==> config.mk <==
export PLATFORM = sky130hd
export DESIGN_NAME = mem_access_stage_flat
export DESIGN_NICKNAME = d
export VERILOG_FILES = /design/src/rtl/mem_pkg.sv /design/src/rtl/mem_access_stage_if.sv /design/src/rtl/load_align.sv /design/src/rtl/mem_access_stage.sv /design/src/flat_wrapper.sv
export SDC_FILE = /design/constraint.sdc
export NUM_CORES = 1
export LEC_CHECK = 0
export CORE_MARGIN = 5
export CORE_UTILIZATION = 47
export DETAILED_ROUTE_END_ITERATION = 8
export PLACE_DENSITY = 0.87
export SLEW_MARGIN = 0
export SYNTH_ARGS = -nofsm -noshare
export SYNTH_HDL_FRONTEND = slang
export SYNTH_SLANG_ARGS = --single-unit
==> constraint.sdc <==
create_clock -name clk -period 3 [get_ports clk]
set_input_delay 0.6 -clock clk [delete_from_list [all_inputs] [get_ports clk]]
set_output_delay 0.6 -clock clk [all_outputs]
set_load 0.005 [all_outputs]
==> src/rtl/mem_pkg.sv <==
// ---------------------------------------------------------------------------
// mem_pkg : shared encodings for the MEM stage, MEM_WB and write-back mux
// Revision: 1.0
// ---------------------------------------------------------------------------
`default_nettype none

package mem_pkg;

  localparam logic [1:0] SZ_BYTE = 2'd0;
  localparam logic [1:0] SZ_HALF = 2'd1;
  localparam logic [1:0] SZ_WORD = 2'd2;

  localparam logic [1:0] ST_IDLE = 2'd0;
  localparam logic [1:0] ST_BUSY = 2'd1;
  localparam logic [1:0] ST_DONE = 2'd2;

  localparam int WB_REGWRITE = 0;
  localparam int WB_MEMTOREG = 1;

  function automatic logic [3:0] byte_enables(input logic [1:0] size,
                                              input logic [1:0] addr_lo);
    case (size)
      SZ_BYTE: byte_enables = 4'b0001 << addr_lo;
      SZ_HALF: byte_enables = addr_lo[1] ? 4'b1100 : 4'b0011;
      default: byte_enables = 4'b1111;
    endcase
  endfunction

  // Store data is replicated so every enabled lane sees the same value.
  function automatic logic [31:0] lane_replicate(input logic [1:0]  size,
                                                 input logic [31:0] data);
    case (size)
      SZ_BYTE: lane_replicate = {4{data[7:0]}};
      SZ_HALF: lane_replicate = {2{data[15:0]}};
      default: lane_replicate = data;
    endcase
  endfunction

endpackage

`default_nettype wire

==> src/rtl/mem_access_stage_if.sv <==
// ---------------------------------------------------------------------------
// mem_access_stage_if : req/ack data-memory port of the MEM stage
// Revision: 1.0
// ---------------------------------------------------------------------------
`default_nettype none

interface mem_access_stage_if;
  logic        mem_req;
  logic        mem_we;
  logic [31:0] mem_addr;
  logic [31:0] mem_wdata;
  logic [3:0]  mem_be;
  logic [31:0] mem_rdata;
  logic        mem_ack;

  modport master (
    output mem_req, mem_we, mem_addr, mem_wdata, mem_be,
    input  mem_rdata, mem_ack
  );

  modport slave (
    input  mem_req, mem_we, mem_addr, mem_wdata, mem_be,
    output mem_rdata, mem_ack
  );
endinterface

`default_nettype wire

==> src/rtl/load_align.sv <==
// ---------------------------------------------------------------------------
// load_align : picks the addressed lane from a read word and extends it
// Revision: 1.0
// ---------------------------------------------------------------------------
`default_nettype none

module load_align
  import mem_pkg::*;
(
  input  logic [1:0]  addr_lo,
  input  logic [1:0]  size,
  input  logic        is_unsigned,
  input  logic [31:0] rdata,
  output logic [31:0] data
);

  logic [7:0]  byte_lane;
  logic [15:0] half_lane;

  always_comb begin
    case (addr_lo)
      2'd0:    byte_lane = rdata[7:0];
      2'd1:    byte_lane = rdata[15:8];
      2'd2:    byte_lane = rdata[23:16];
      default: byte_lane = rdata[31:24];
    endcase
    half_lane = addr_lo[1] ? rdata[31:16] : rdata[15:0];

    case (size)
      SZ_BYTE: data = {{24{~is_unsigned & byte_lane[7]}}, byte_lane};
      SZ_HALF: data = {{16{~is_unsigned & half_lane[15]}}, half_lane};
      default: data = rdata;
    endcase
  end

endmodule

`default_nettype wire

==> src/rtl/mem_access_stage.sv <==
// ---------------------------------------------------------------------------
// mem_access_stage : MEM pipeline stage, req/ack data port with stall/timeout
// Revision: 1.0
// ---------------------------------------------------------------------------
`default_nettype none

module mem_access_stage
  import mem_pkg::*;
#(
  parameter int WAIT_LIMIT = 255
) (
  input  logic        clk,
  input  logic        reset,
  input  logic        in_valid,
  input  logic [31:0] alu_result,
  input  logic [31:0] write_data,
  input  logic [4:0]  write_dest,
  input  logic        mem_read,
  input  logic        mem_write,
  input  logic [1:0]  mem_size,
  input  logic        mem_unsigned,
  input  logic [1:0]  wb_in,
  output logic        stall,
  output logic [31:0] ReadData_,
  output logic [31:0] ALU_Result_,
  output logic [4:0]  Write_Destination_,
  output logic [1:0]  WB,
  output logic        misalign,
  output logic        bus_error,
  mem_access_stage_if.master mem
);

  localparam logic [7:0] LIMIT = 8'(WAIT_LIMIT);

  logic [1:0]  state;
  logic [7:0]  wait_cnt;
  logic        timed_out;
  logic [31:0] rdata_q;
  logic [1:0]  lat_addr_lo;
  logic [1:0]  lat_size;
  logic        lat_unsigned;
  logic        lat_read;
  logic        req_q;
  logic        we_q;
  logic [31:0] addr_q;
  logic [31:0] wdata_q;
  logic [3:0]  be_q;

  logic        access;
  logic        is_write;
  logic        aligned;
  logic        start;
  logic [31:0] load_data;

  // Both read and write set is treated as a read.
  assign access   = in_valid & (mem_read | mem_write);
  assign is_write = mem_write & ~mem_read;

  always_comb begin
    case (mem_size)
      SZ_BYTE: aligned = 1'b1;
      SZ_HALF: aligned = ~alu_result[0];
      default: aligned = (alu_result[1:0] == 2'b00);
    endcase
  end

  assign start     = (state == ST_IDLE) & access & aligned;
  assign stall     = start | (state == ST_BUSY);
  assign misalign  = (state == ST_IDLE) & access & ~aligned;
  assign bus_error = (state == ST_DONE) & timed_out;

  assign ReadData_          = (state == ST_DONE) ? rdata_q : 32'd0;
  assign ALU_Result_        = alu_result;
  assign Write_Destination_ = write_dest;
  assign WB                 = (misalign | bus_error) ? 2'b00 : wb_in;

  load_align u_load_align (
    .addr_lo     (lat_addr_lo),
    .size        (lat_size),
    .is_unsigned (lat_unsigned),
    .rdata       (mem.mem_rdata),
    .data        (load_data)
  );

  always_ff @(posedge clk) begin
    if (reset) begin
      state        <= ST_IDLE;
      wait_cnt     <= '0;
      timed_out    <= 1'b0;
      rdata_q      <= '0;
      lat_addr_lo  <= '0;
      lat_size     <= '0;
      lat_unsigned <= 1'b0;
      lat_read     <= 1'b0;
      req_q        <= 1'b0;
      we_q         <= 1'b0;
      addr_q       <= '0;
      wdata_q      <= '0;
      be_q         <= '0;
    end else begin
      case (state)
        ST_IDLE: begin
          if (start) begin
            state        <= ST_BUSY;
            req_q        <= 1'b1;
            we_q         <= is_write;
            addr_q       <= {alu_result[31:2], 2'b00};
            wdata_q      <= lane_replicate(mem_size, write_data);
            be_q         <= byte_enables(mem_size, alu_result[1:0]);
            wait_cnt     <= '0;
            timed_out    <= 1'b0;
            lat_addr_lo  <= alu_result[1:0];
            lat_size     <= mem_size;
            lat_unsigned <= mem_unsigned;
            lat_read     <= mem_read;
          end
        end
        ST_BUSY: begin
          // An ack on the limit edge still completes the access.
          if (mem.mem_ack) begin
            state   <= ST_DONE;
            req_q   <= 1'b0;
            we_q    <= 1'b0;
            rdata_q <= lat_read ? load_data : 32'd0;
          end else if (wait_cnt == LIMIT) begin
            state     <= ST_DONE;
            req_q     <= 1'b0;
            we_q      <= 1'b0;
            timed_out <= 1'b1;
            rdata_q   <= 32'd0;
          end else begin
            wait_cnt <= wait_cnt + 8'd1;
          end
        end
        ST_DONE: state <= ST_IDLE;
        default: state <= ST_IDLE;
      endcase
    end
  end

  assign mem.mem_req   = req_q;
  assign mem.mem_we    = we_q;
  assign mem.mem_addr  = addr_q;
  assign mem.mem_wdata = wdata_q;
  assign mem.mem_be    = be_q;

endmodule

`default_nettype wire

==> src/flat_wrapper.sv <==
// flat-port wrapper written by rule: the top's interface ports become plain ports
module mem_access_stage_flat import mem_pkg::*;
#(
  parameter int WAIT_LIMIT = 255
)
  (clk, reset, in_valid, alu_result, write_data, write_dest, mem_read, mem_write, mem_size, mem_unsigned, wb_in, stall, ReadData_, ALU_Result_, Write_Destination_, WB, misalign, bus_error, mem_mem_req, mem_mem_we, mem_mem_addr, mem_mem_wdata, mem_mem_be, mem_mem_rdata, mem_mem_ack);
  mem_access_stage_if mem_i ();
  input  logic clk;
  input  logic reset;
  input  logic in_valid;
  input  logic [31:0] alu_result;
  input  logic [31:0] write_data;
  input  logic [4:0] write_dest;
  input  logic mem_read;
  input  logic mem_write;
  input  logic [1:0] mem_size;
  input  logic mem_unsigned;
  input  logic [1:0] wb_in;
  output logic stall;
  output logic [31:0] ReadData_;
  output logic [31:0] ALU_Result_;
  output logic [4:0] Write_Destination_;
  output logic [1:0] WB;
  output logic misalign;
  output logic bus_error;
  output wire logic [$bits(mem_i.mem_req)-1:0] mem_mem_req;
  output wire logic [$bits(mem_i.mem_we)-1:0] mem_mem_we;
  output wire logic [$bits(mem_i.mem_addr)-1:0] mem_mem_addr;
  output wire logic [$bits(mem_i.mem_wdata)-1:0] mem_mem_wdata;
  output wire logic [$bits(mem_i.mem_be)-1:0] mem_mem_be;
  input wire logic [$bits(mem_i.mem_rdata)-1:0] mem_mem_rdata;
  input wire logic [$bits(mem_i.mem_ack)-1:0] mem_mem_ack;
  assign mem_mem_req = mem_i.mem_req;
  assign mem_mem_we = mem_i.mem_we;
  assign mem_mem_addr = mem_i.mem_addr;
  assign mem_mem_wdata = mem_i.mem_wdata;
  assign mem_mem_be = mem_i.mem_be;
  assign mem_i.mem_rdata = mem_mem_rdata;
  assign mem_i.mem_ack = mem_mem_ack;
  mem_access_stage #(.WAIT_LIMIT(WAIT_LIMIT)) u_core (.clk(clk), .reset(reset), .in_valid(in_valid), .alu_result(alu_result), .write_data(write_data), .write_dest(write_dest), .mem_read(mem_read), .mem_write(mem_write), .mem_size(mem_size), .mem_unsigned(mem_unsigned), .wb_in(wb_in), .stall(stall), .ReadData_(ReadData_), .ALU_Result_(ALU_Result_), .Write_Destination_(Write_Destination_), .WB(WB), .misalign(misalign), .bus_error(bus_error), .mem(mem_i));
endmodule
==> metrics <==
CP top delay family buffers and inverters; setup TNS 0 ns; first-pass GRT wire length 32600 µm; most common cell after layout, fill and taps aside clkdlybuf4s50_1; H-tree Lvls 4; Max Root-Sink Buffers 2; Tcrit/Tclk final 96.4%; CTS sink cnt 117; Psw 1.19 mW; RR Startpoint u_core.wait_cnt[0]; fin area 8930 µm²; part of the power in combinational logic 16.2%; met1 WL 8380 µm; DR iter-0 viols 721; Worst-path clk slew 0.05 ns; DP Wirelength 14700 µm; synth top area cells dfxtp_1, a21oi_1, o21ai_0, buf_4, nand3_1; sw frac 25.8%; nets@finish 1008; internal power 3.40 mW; Post-synth EDFFs 0; initial antenna violation count 0; Placed Instances 1048; RSZ-0062 raised after global routing false; total CTS buffers 17; core area 12700 µm²; initial core utilization 48.2%; FFs w/ async S/R, synth 0%; Final Util 70.5%; synthesis-to-layout area growth 46.2%; IO Count 256; clock power share 47.8%; PwrDens 514 nW/µm²; Post-CTS Resized 0; worst setup path startpoint alu_result[0]; Critical Path, Cell by Cell clkdlybuf4s50_1 > o21ai_2 > nand2_2 > a21oi_1 > and2_1 > clkdlybuf4s50_1; Worst Setup Path Type in -> out; gp weighted congestion 0.869; Clock Skews 0.0134 ns; FP Rows 41; most frequent cells in the layout clkdlybuf4s50_1, dfxtp_1, a21oi_1, o21ai_0, nand3_1; final setup violation count 0; Place WS 0.0245 ns; routed length on met3 2060 µm; # diodes 0; Fillers 969; largest fanout on the critical path 3; GRT Overall Usage 27.2%; Syn Area/Cell 8.46 µm²; vias per std cell 5.87; Layout Cells excl Fill 1080; Most used DFF post-synth dfxtp_1; count of pins over their slew limit 0; final hold slack 0.459 ns; Placed Area 8290 µm²; Hold-fix buffers, CTS 0; post-route ant nets 0; Peak VDD IR 339 µV; CP arrival 2.29 ns; later-pin clock latency in the skew report 0.41 ns; FF-to-FF End u_core.mem.mem_req; Setup crit end kind output pin; GRT Residual Overflow 0; Worst-Margin Slew 1.06 ns; Synth Instances 722; CTS tree done; WP depth 6; sequential-to-total area share from yosys stat 38.3%; Synth top area share 38.3%; Slowest cell on crit path clkdlybuf4s50_1; largest net degree at the start of global routing 74; share of layout cells above drive strength 1 9.58%; Hold Vio Cnt, Final 0; CP dominant cell by count clkdlybuf4s50_1; Mapped Area 6110 µm²; leak pwr 3.16 nW; Final min period 2.89 ns; CTS root buf clkbuf_16; max-cap violations 0; Crit path buffers/inverters 2; Worst Hold Class reg -> reg; r2r setup slk 0.88 ns; routed via count 6336; routed wl met2 10200 µm; Critical Path Sink WB[1]; Synthesis Warnings 0; wire per inst 19.6 µm; Die Span Y 124 µm; Die Footprint 15400 µm²; status finished clean; top layer in use met4; # Post-CTS Setup Buffers 0; max incr delay on CP 0.50 ns; Slew HR 28.8%; input/output buffers 243; DRC viols 0; Die X-Extent 124 µm; number of global-route vias before repair 6001; Worst Path Required 2.40 ns; worst setup margin 0.109 ns; post-synth cell types 64; sequential share of power 36.0%; Total Power 4.59 mW; FMAX 346 MHz; drt pass-1 iters 5; final WL 21100 µm; Yosys top cell by area dfxtp_1; FF-to-FF path depth 6; FF+latch count, synth 117; CP Launch Type input pin
-- routing by layer --
metal  vias up  global-route usage, %
met5         -                      0
met4         0                   9.38
met3        40                   8.27
met2       320                   43.6
met1      3008                   34.7
li1       2968                      -
-- worst min path at each step --
| stage | from | to | slack (ns) | cells after the start |
|---|---|---|---|---|
| global route | u_core.rdata_q[20] | u_core.rdata_q[20] | 0.47 | 1 |
| floorplan | u_core.rdata_q[15] | u_core.rdata_q[15] | 0.42 | 1 |
| finish | u_core.rdata_q[15] | u_core.rdata_q[15] | 0.46 | 1 |
| global placement | u_core.rdata_q[20] | u_core.rdata_q[20] | 0.44 | 1 |
| CTS | u_core.rdata_q[15] | u_core.rdata_q[15] | 0.46 | 1 |
| detailed placement | u_core.rdata_q[15] | u_core.rdata_q[15] | 0.44 | 1 |
-- flip-flops by register name, indices dropped and copies added (netlist names) --
| name | flops |
|---|---|
| u_core.lat_addr_lo | 2 |
| u_core.lat_read | 1 |
| u_core.lat_size | 2 |
| u_core.lat_unsigned | 1 |
| u_core.mem.mem_addr | 30 |
| u_core.mem.mem_be | 4 |
| u_core.mem.mem_req | 1 |
| u_core.mem.mem_wdata | 32 |
| u_core.mem.mem_we | 1 |
| u_core.rdata_q | 32 |
| u_core.state | 2 |
| u_core.timed_out | 1 |
| u_core.wait_cnt | 8 |
-- cells in the mapped netlist (all sizes together) (4+ instances only) --
library cell,instances
a221o,7
buf,71
o211ai,4
nand3,50
nand2,32
a22o,8
or3,5
o2111ai,8
mux2,7
inv,11
and2,36
dfxtp,117
nand2b,7
nor3,7
a311oi,17
mux2i,18
and3b,7
nor2,14
a211oi,22
a21oi,105
o21ai,75
clkbuf,39
o2bb2ai,18
-- cells by family (layout without fill, tap and decap cells) --
logic type | after synthesis | after routing | synth area share (%)
adders and majority gates | 1 | 1 | 0.205
muxes | 25 | 25 | 4.24
buffers and inverters | 122 | 307 | 10.9
other | 1 | 2 | 0.0614
xor gates and xnor gates | 1 | 1 | 0.143
DFF | 117 | 117 | 38.3
and+or+nand+nor | 171 | 171 | 15.2
AOI/OAI and AO/OA | 284 | 284 | 30.9
-- final cells by class --
class / count / area, µm² / share of cell area, %
Clock buffer: 18 / 439 / 4.92
Clock inverter: 14 / 199 / 2.23
Inverter: 12 / 45.0 / 0.504
Multi-Input combinational cell: 484 / 3110 / 34.9
Sequential cell: 117 / 2340 / 26.2
Tap cell: 172 / 215 / 2.41
Timing Repair Buffer: 263 / 2580 / 28.9
-- power groups by stage --
| stage | registers, mW | clock network, mW | logic (mW) |
|---|---|---|---|
| finish | 1.65 | 2.19 | 0.745 |
| global placement | 1.68 | 0 | 0.724 |
| detailed placement | 1.68 | 0 | 0.731 |
| global route | 1.66 | 2.28 | 0.795 |
| CTS | 1.65 | 2.21 | 0.738 |
| floorplan | 1.68 | 0 | 0.357 |
Power figures use the tool's default switching activity.
==> patch 1: new RTL, same settings <==
Register the output `bus_error`, cleared by the reset; this adds one clock of latency there. The other outputs are not delayed to match.
--- a/src/rtl/mem_access_stage.sv
+++ b/src/rtl/mem_access_stage.sv
@@ -31,6 +31,8 @@
 );
 
   localparam logic [7:0] LIMIT = 8'(WAIT_LIMIT);
+
+  logic bus_error_d;
 
   logic [1:0]  state;
   logic [7:0]  wait_cnt;
@@ -67,12 +69,12 @@
   assign start     = (state == ST_IDLE) & access & aligned;
   assign stall     = start | (state == ST_BUSY);
   assign misalign  = (state == ST_IDLE) & access & ~aligned;
-  assign bus_error = (state == ST_DONE) & timed_out;
+  assign bus_error_d = (state == ST_DONE) & timed_out;
 
   assign ReadData_          = (state == ST_DONE) ? rdata_q : 32'd0;
   assign ALU_Result_        = alu_result;
   assign Write_Destination_ = write_dest;
-  assign WB                 = (misalign | bus_error) ? 2'b00 : wb_in;
+  assign WB                 = (misalign | bus_error_d) ? 2'b00 : wb_in;
 
   load_align u_load_align (
     .addr_lo     (lat_addr_lo),
@@ -144,6 +146,14 @@
   assign mem.mem_wdata = wdata_q;
   assign mem.mem_be    = be_q;
 
+  always_ff @(posedge clk) begin
+    if (reset) begin
+      bus_error <= '0;
+    end else begin
+      bus_error <= bus_error_d;
+    end
+  end
+
 endmodule
 
 `default_nettype wire
Check against the original RTL: no difference found for any inputs over 4 cycles, from zero or initial values and one cycle with reset high; that may be too few to reach the edited logic, so the function may still have changed.
==> patch 1 against the unedited design <==
Sequential cell count is 1 higher; synthesized area decreased by 3.1%; non-clock buffer count grew 1; worst hold slack lost 0.0060 ns; clock power decreased by 4%; sequential share of layout area up 0.65 points; power down 2.3%; largest power group unchanged; routed wire length decreased by 7.4%; setup slack lost 0.0060 ns; die area is 2.9% lower; largest cell class unchanged; register-to-register slack got worse by 0.02 ns; cell area shrank 1.6%; first-iteration DRC count is 14% lower; synthesized cell count down 3.6%.
==> patch 1: results (changes against the unedited design) <==
| Metric | Value |
|---|---|
| List of most frequent post-synthesis cells | 118 x sky130_fd_sc_hd__dfxtp_1, 85 x sky130_fd_sc_hd__a21oi_1, 67 x sky130_fd_sc_hd__o21ai_0 |
| Worst-case setup slack after placement | -0.06774 ns (-0.09224 ns) |
| Transition time of the tightest slew-check pin | 0.7814 ns (-0.2834 ns) |
| HPWL after DPL | 13.71 mm (-6.6%) |
| Power in the clock group | 2.11 mW (-4%) |
| Remaining antenna violation count after routing | 0 (unchanged) |
| WL final | 19.56 mm (-7.4%) |
| Worst min-delay path endpoint | u_core.rdata_q[4] |
| Count of cells along the worst register-to-register path | 5 (-1) |
| Adder-cell share of the synthesized area | 0.2114% (+0.0066 points) |
| Reg-to-reg critical path startpoint | u_core.wait_cnt[0] |
| Complex-gate fraction of the synthesized area | 27.10% (-3.8 points) |
| End of the worst register-to-register path | u_core.wait_cnt[5] |
| Number of vias after detailed routing | 5985 (-5.5%) |
| Fraction of synthesized area in multiplexers | 4.608% (+0.37 points) |
| Leakage power total | 3.139 nW (-0.67%) |
| End point of the critical path | WB[1] |
| Routability cong. | 0.8435 (-3.0%) |
| Fraction of layout cells with a size suffix above 1 | 8.559% (-1.0 points) |
| Clock skew | 0.01486 ns (+0.001500 ns) |
| Worst min-delay path class | flip-flop to flip-flop |
| Top area cells in the synthesized netlist | sky130_fd_sc_hd__dfxtp_1 40%, sky130_fd_sc_hd__a21oi_1 7.2%, sky130_fd_sc_hd__o21ai_0 5.7% |
| Crit path largest cell delay | 0.49 ns |
| Total of fill cells in the finished design | 998 (+3.0%) |
| Number of global-route vias before repair | 5405 (-9.9%) |
| Proportion of power drawn by combinational gates | 15.9% (-0.3 points) |
| Reg2Reg Setup Slack | 0.86 ns (-0.02 ns) |
| Total Routing Usage GR | 25.19% (-2.0 points) |
| Xor and xnor area share after synthesis | 0.1480% (+0.0046 points) |
| Count of nets after finishing | 988 (-2.0%) |
| Sequential-to-total area share from yosys stat | 39.91% (+1.6 points) |
| Total power of the final layout | 4.484 mW (-2.3%) |
| Net switching power of the design | 1.128 mW (-4.9%) |
| Worst hold path startpoint | u_core.rdata_q[4] |
| IR drop worst, VDD | 0.0004051 V (+20%) |
| Initial drt markers | 623 (-14%) |
| First-pass GRT wire length | 29.50 mm (-9.5%) |
| Critical path fanouts, max | 6 (+3) |
| Run status | complete, no violations |
| Kind of critical path | input pin to output pin |
| Distinct cell type count of the synthesized netlist | 58 (-9.4%) |
| Slack of the critical path | 0.1034 ns (-0.006046 ns) |
==> patch 1: per-layer routing <==
| metal | routed length (microns) | up-vias | global-route usage, % |
|---|---|---|---|
| met5 | 0 | - | 0 |
| met4 | 452 | 0 | 8.467 |
| met3 | 1451 | 31 | 7.189 |
| met2 | 9422 | 245 | 39.71 |
| met1 | 8228 | 2832 | 33.27 |
| li1 | - | 2877 | - |
==> patch 1: through the flow <==
step | hold WS (ns) | TNS (ns) | cell area [sq um] | cells | util (%)
2_1_floorplan | 0.4226 | 0 | 5923 | 697 | -
3_3_place_gp | 0.4381 | -0.1328 | 8162 | 1028 | 65.47
3_5_place_dp | 0.4471 | -0.1448 | 8162 | 1028 | 65.47
4_1_cts | 0.4601 | 0 | 8786 | 1060 | 70.48
5_1_grt | 0.4787 | 0 | 8790 | 1060 | 70.51
6_report | 0.4532 | 0 | 8790 | 1060 | 70.51
==> patch 1: area by class of cell <==
| class | count | area [sq um] | share of cell area [%] |
|---|---|---|---|
| Inverter | 6 | 22.52 | 0.2562 |
| Clock buffer | 19 | 452.9 | 5.153 |
| Sequential cell | 118 | 2362 | 26.88 |
| Clock inverter | 13 | 171.4 | 1.950 |
| Timing Repair Buffer | 264 | 2597 | 29.55 |
| Tap cell | 172 | 215.2 | 2.448 |
| Multi-Input combinational cell | 468 | 2968 | 33.77 |
==> patch 1: timing repair <==
| action | 4_1_cts | 5_1_grt |
|---|---|---|
| setup endpoints to repair | 3 | 2 |
| hold endpoints to repair | 0 | 0 |
| setup buffers | 0 | 0 |
| gates resized for setup | 1 | 1 |
| cloned | 0 | 0 |
| hold buffers | 0 | 0 |
==> patch 1: kinds of logic after synthesis <==
group	after synthesis
muxes	25
AOI/OAI and AO/OA	247
buffers and inverters	111
xor gates and xnor gates	1
DFF	118
and+or+nand+nor	192
adders and majority gates	1
other	1
==> patch 2: new RTL, same settings <==
Made on the original files. `WAIT_LIMIT` is set to 255 in 2 places; all go to 127.
--- a/src/rtl/mem_access_stage.sv
+++ b/src/rtl/mem_access_stage.sv
@@ -7,7 +7,7 @@
 module mem_access_stage
   import mem_pkg::*;
 #(
-  parameter int WAIT_LIMIT = 255
+  parameter int WAIT_LIMIT = 127
 ) (
   input  logic        clk,
   input  logic        reset,
--- a/src/flat_wrapper.sv
+++ b/src/flat_wrapper.sv
@@ -1,7 +1,7 @@
 // flat-port wrapper written by rule: the top's interface ports become plain ports
 module mem_access_stage_flat import mem_pkg::*;
 #(
-  parameter int WAIT_LIMIT = 255
+  parameter int WAIT_LIMIT = 127
 )
   (clk, reset, in_valid, alu_result, write_data, write_dest, mem_read, mem_write, mem_size, mem_unsigned, wb_in, stall, ReadData_, ALU_Result_, Write_Destination_, WB, misalign, bus_error, mem_mem_req, mem_mem_we, mem_mem_addr, mem_mem_wdata, mem_mem_be, mem_mem_rdata, mem_mem_ack);
   mem_access_stage_if mem_i ();
Formal check against the unedited RTL: same outputs for any inputs over 4 cycles, from zero or initial values and one cycle with reset high; that may be too few to reach the edited logic, so the function may still have changed.
==> patch 2 against the unedited design <==
Power is 0.28% lower; sequential cell count stayed put; synthesized area hardly changed; maximum frequency is 0.43% lower; routed wire length is 1.0% lower; setup slack worse by 0.012 ns; non-clock buffer count is 3 lower; cell area is 0.22% lower.
==> patch 2: results (changes against the unedited design) <==
| Metric | Value |
|---|---|
| Top area cells in the synthesized netlist | sky130_fd_sc_hd__dfxtp_1 38%, sky130_fd_sc_hd__a21oi_1 8.5%, sky130_fd_sc_hd__o21ai_0 5.1% |
| Leakage power total | 3.160 nW (about the same) |
| Routability cong. | 0.8784 (+1.1%) |
| HPWL after DPL | 14.45 mm (-1.6%) |
| Total of fill cells in the finished design | 984 (+1.5%) |
| IR drop worst, VDD | 0.0003243 V (-4.3%) |
| Complex-gate fraction of the synthesized area | 30.92% (about the same) |
| Number of signal-net buffers in the layout | 260 (-1.1%) |
| NonClk Buf Share | 28.67% (-0.19 points) |
| List of most frequent post-synthesis cells | 117 x sky130_fd_sc_hd__dfxtp_1, 104 x sky130_fd_sc_hd__a21oi_1, 62 x sky130_fd_sc_hd__o21ai_0 |
| Slack of the critical path | 0.09707 ns (-0.01236 ns) |
| Count of input and output buffers | 243 (unchanged) |
| Largest net degree at the start of global routing | 73 (-1.4%) |
| First-pass GRT wire length | 32.37 mm (-0.66%) |
| Adder-cell share of the synthesized area | 0.2046% (about the same) |
| Routed wire per std cell | 19.41 microns (-0.74%) |
| Distinct cell type count of the synthesized netlist | 63 (-1.6%) |
| Count of clock-net buffers in the final layout | 23 (+5) |
| Number of vias after detailed routing | 6210 (-2.0%) |
| Run status | complete, no violations |
| Fraction of synthesized area in multiplexers | 4.236% (about the same) |
| Routed vias/inst | 5.766 (-1.7%) |
| DRT Pass-1 Iters | 6 (+1) |
| Area post-placement | 8273 sq um (-0.21%) |
| Critical path fanouts, max | 4 (+1) |
| Clock skew | 0.006786 ns (-0.006577 ns) |
| Sequential-to-total area share from yosys stat | 38.31% (about the same) |
| Fraction of layout cells with a size suffix above 1 | 9.061% (-0.52 points) |
| Number of buffers added by the clock tree synthesis step | 17 (unchanged) |
| Initial drt markers | 532 (-26%) |
| Worst hold path startpoint | u_core.rdata_q[16] |
| Beginning of the critical path | alu_result[1] |
| Count of nets after finishing | 1005 (-0.30%) |
| Share of final layout cell area taken by clock buffers and inverters | 7.132% (-0.012 points) |
| Reg-to-reg critical path startpoint | u_core.lat_addr_lo[1] |
| Total Routing Usage GR | 27.18% (about the same) |
| Total power divided by cell area | 513.5 nW/um^2 (about the same) |
| Worst-case setup slack after placement | -0.02384 ns (-0.04833 ns) |
| Footprint of the multi-input gates | 3119 sq um (+0.16%) |
| Xor and xnor area share after synthesis | 0.1432% (about the same) |
| Count of cells along the worst register-to-register path | 4 (-2) |
patch 2: cell count changes in the layout (fill, tap and decap cells not counted), sizes merged:
cell      delta
clkinv       +1
and3         -1
inv          -3
clkinvlp     -3
nand3b       +1
and3b        +1
nand3        -1
buf          -3
clkbuf       +5
patch 2: layer usage:
metal	wire, microns	GRT usage (%)	vias up
li1	-	-	2961
met1	8074	32.61	2953
met4	383	9.240	0
met3	1995	8.992	32
met2	10450	45.71	264
met5	0	0	-
patch 2: power breakdown:
group          internal, mW  switching, mW  total, mW
sequential             1.61         0.0410       1.65
combinational         0.368          0.368      0.737
clock                  1.47          0.714       2.19
total                  3.45           1.12       4.58
patch 2: what timing repair did:
item | CTS | global route
setup endpoints to repair | 3 | 0
resized for setup | 1 | 0
hold endpoints to repair | 0 | 0
patch 2: worst paths after layout:
kind,end,slack (ns)
worst min-delay path,u_core.rdata_q[16],0.46
worst min register to register,u_core.rdata_q[16],0.46
worst max register to register,u_core.rdata_q[31],0.85
worst max-delay path,WB[0],0.1
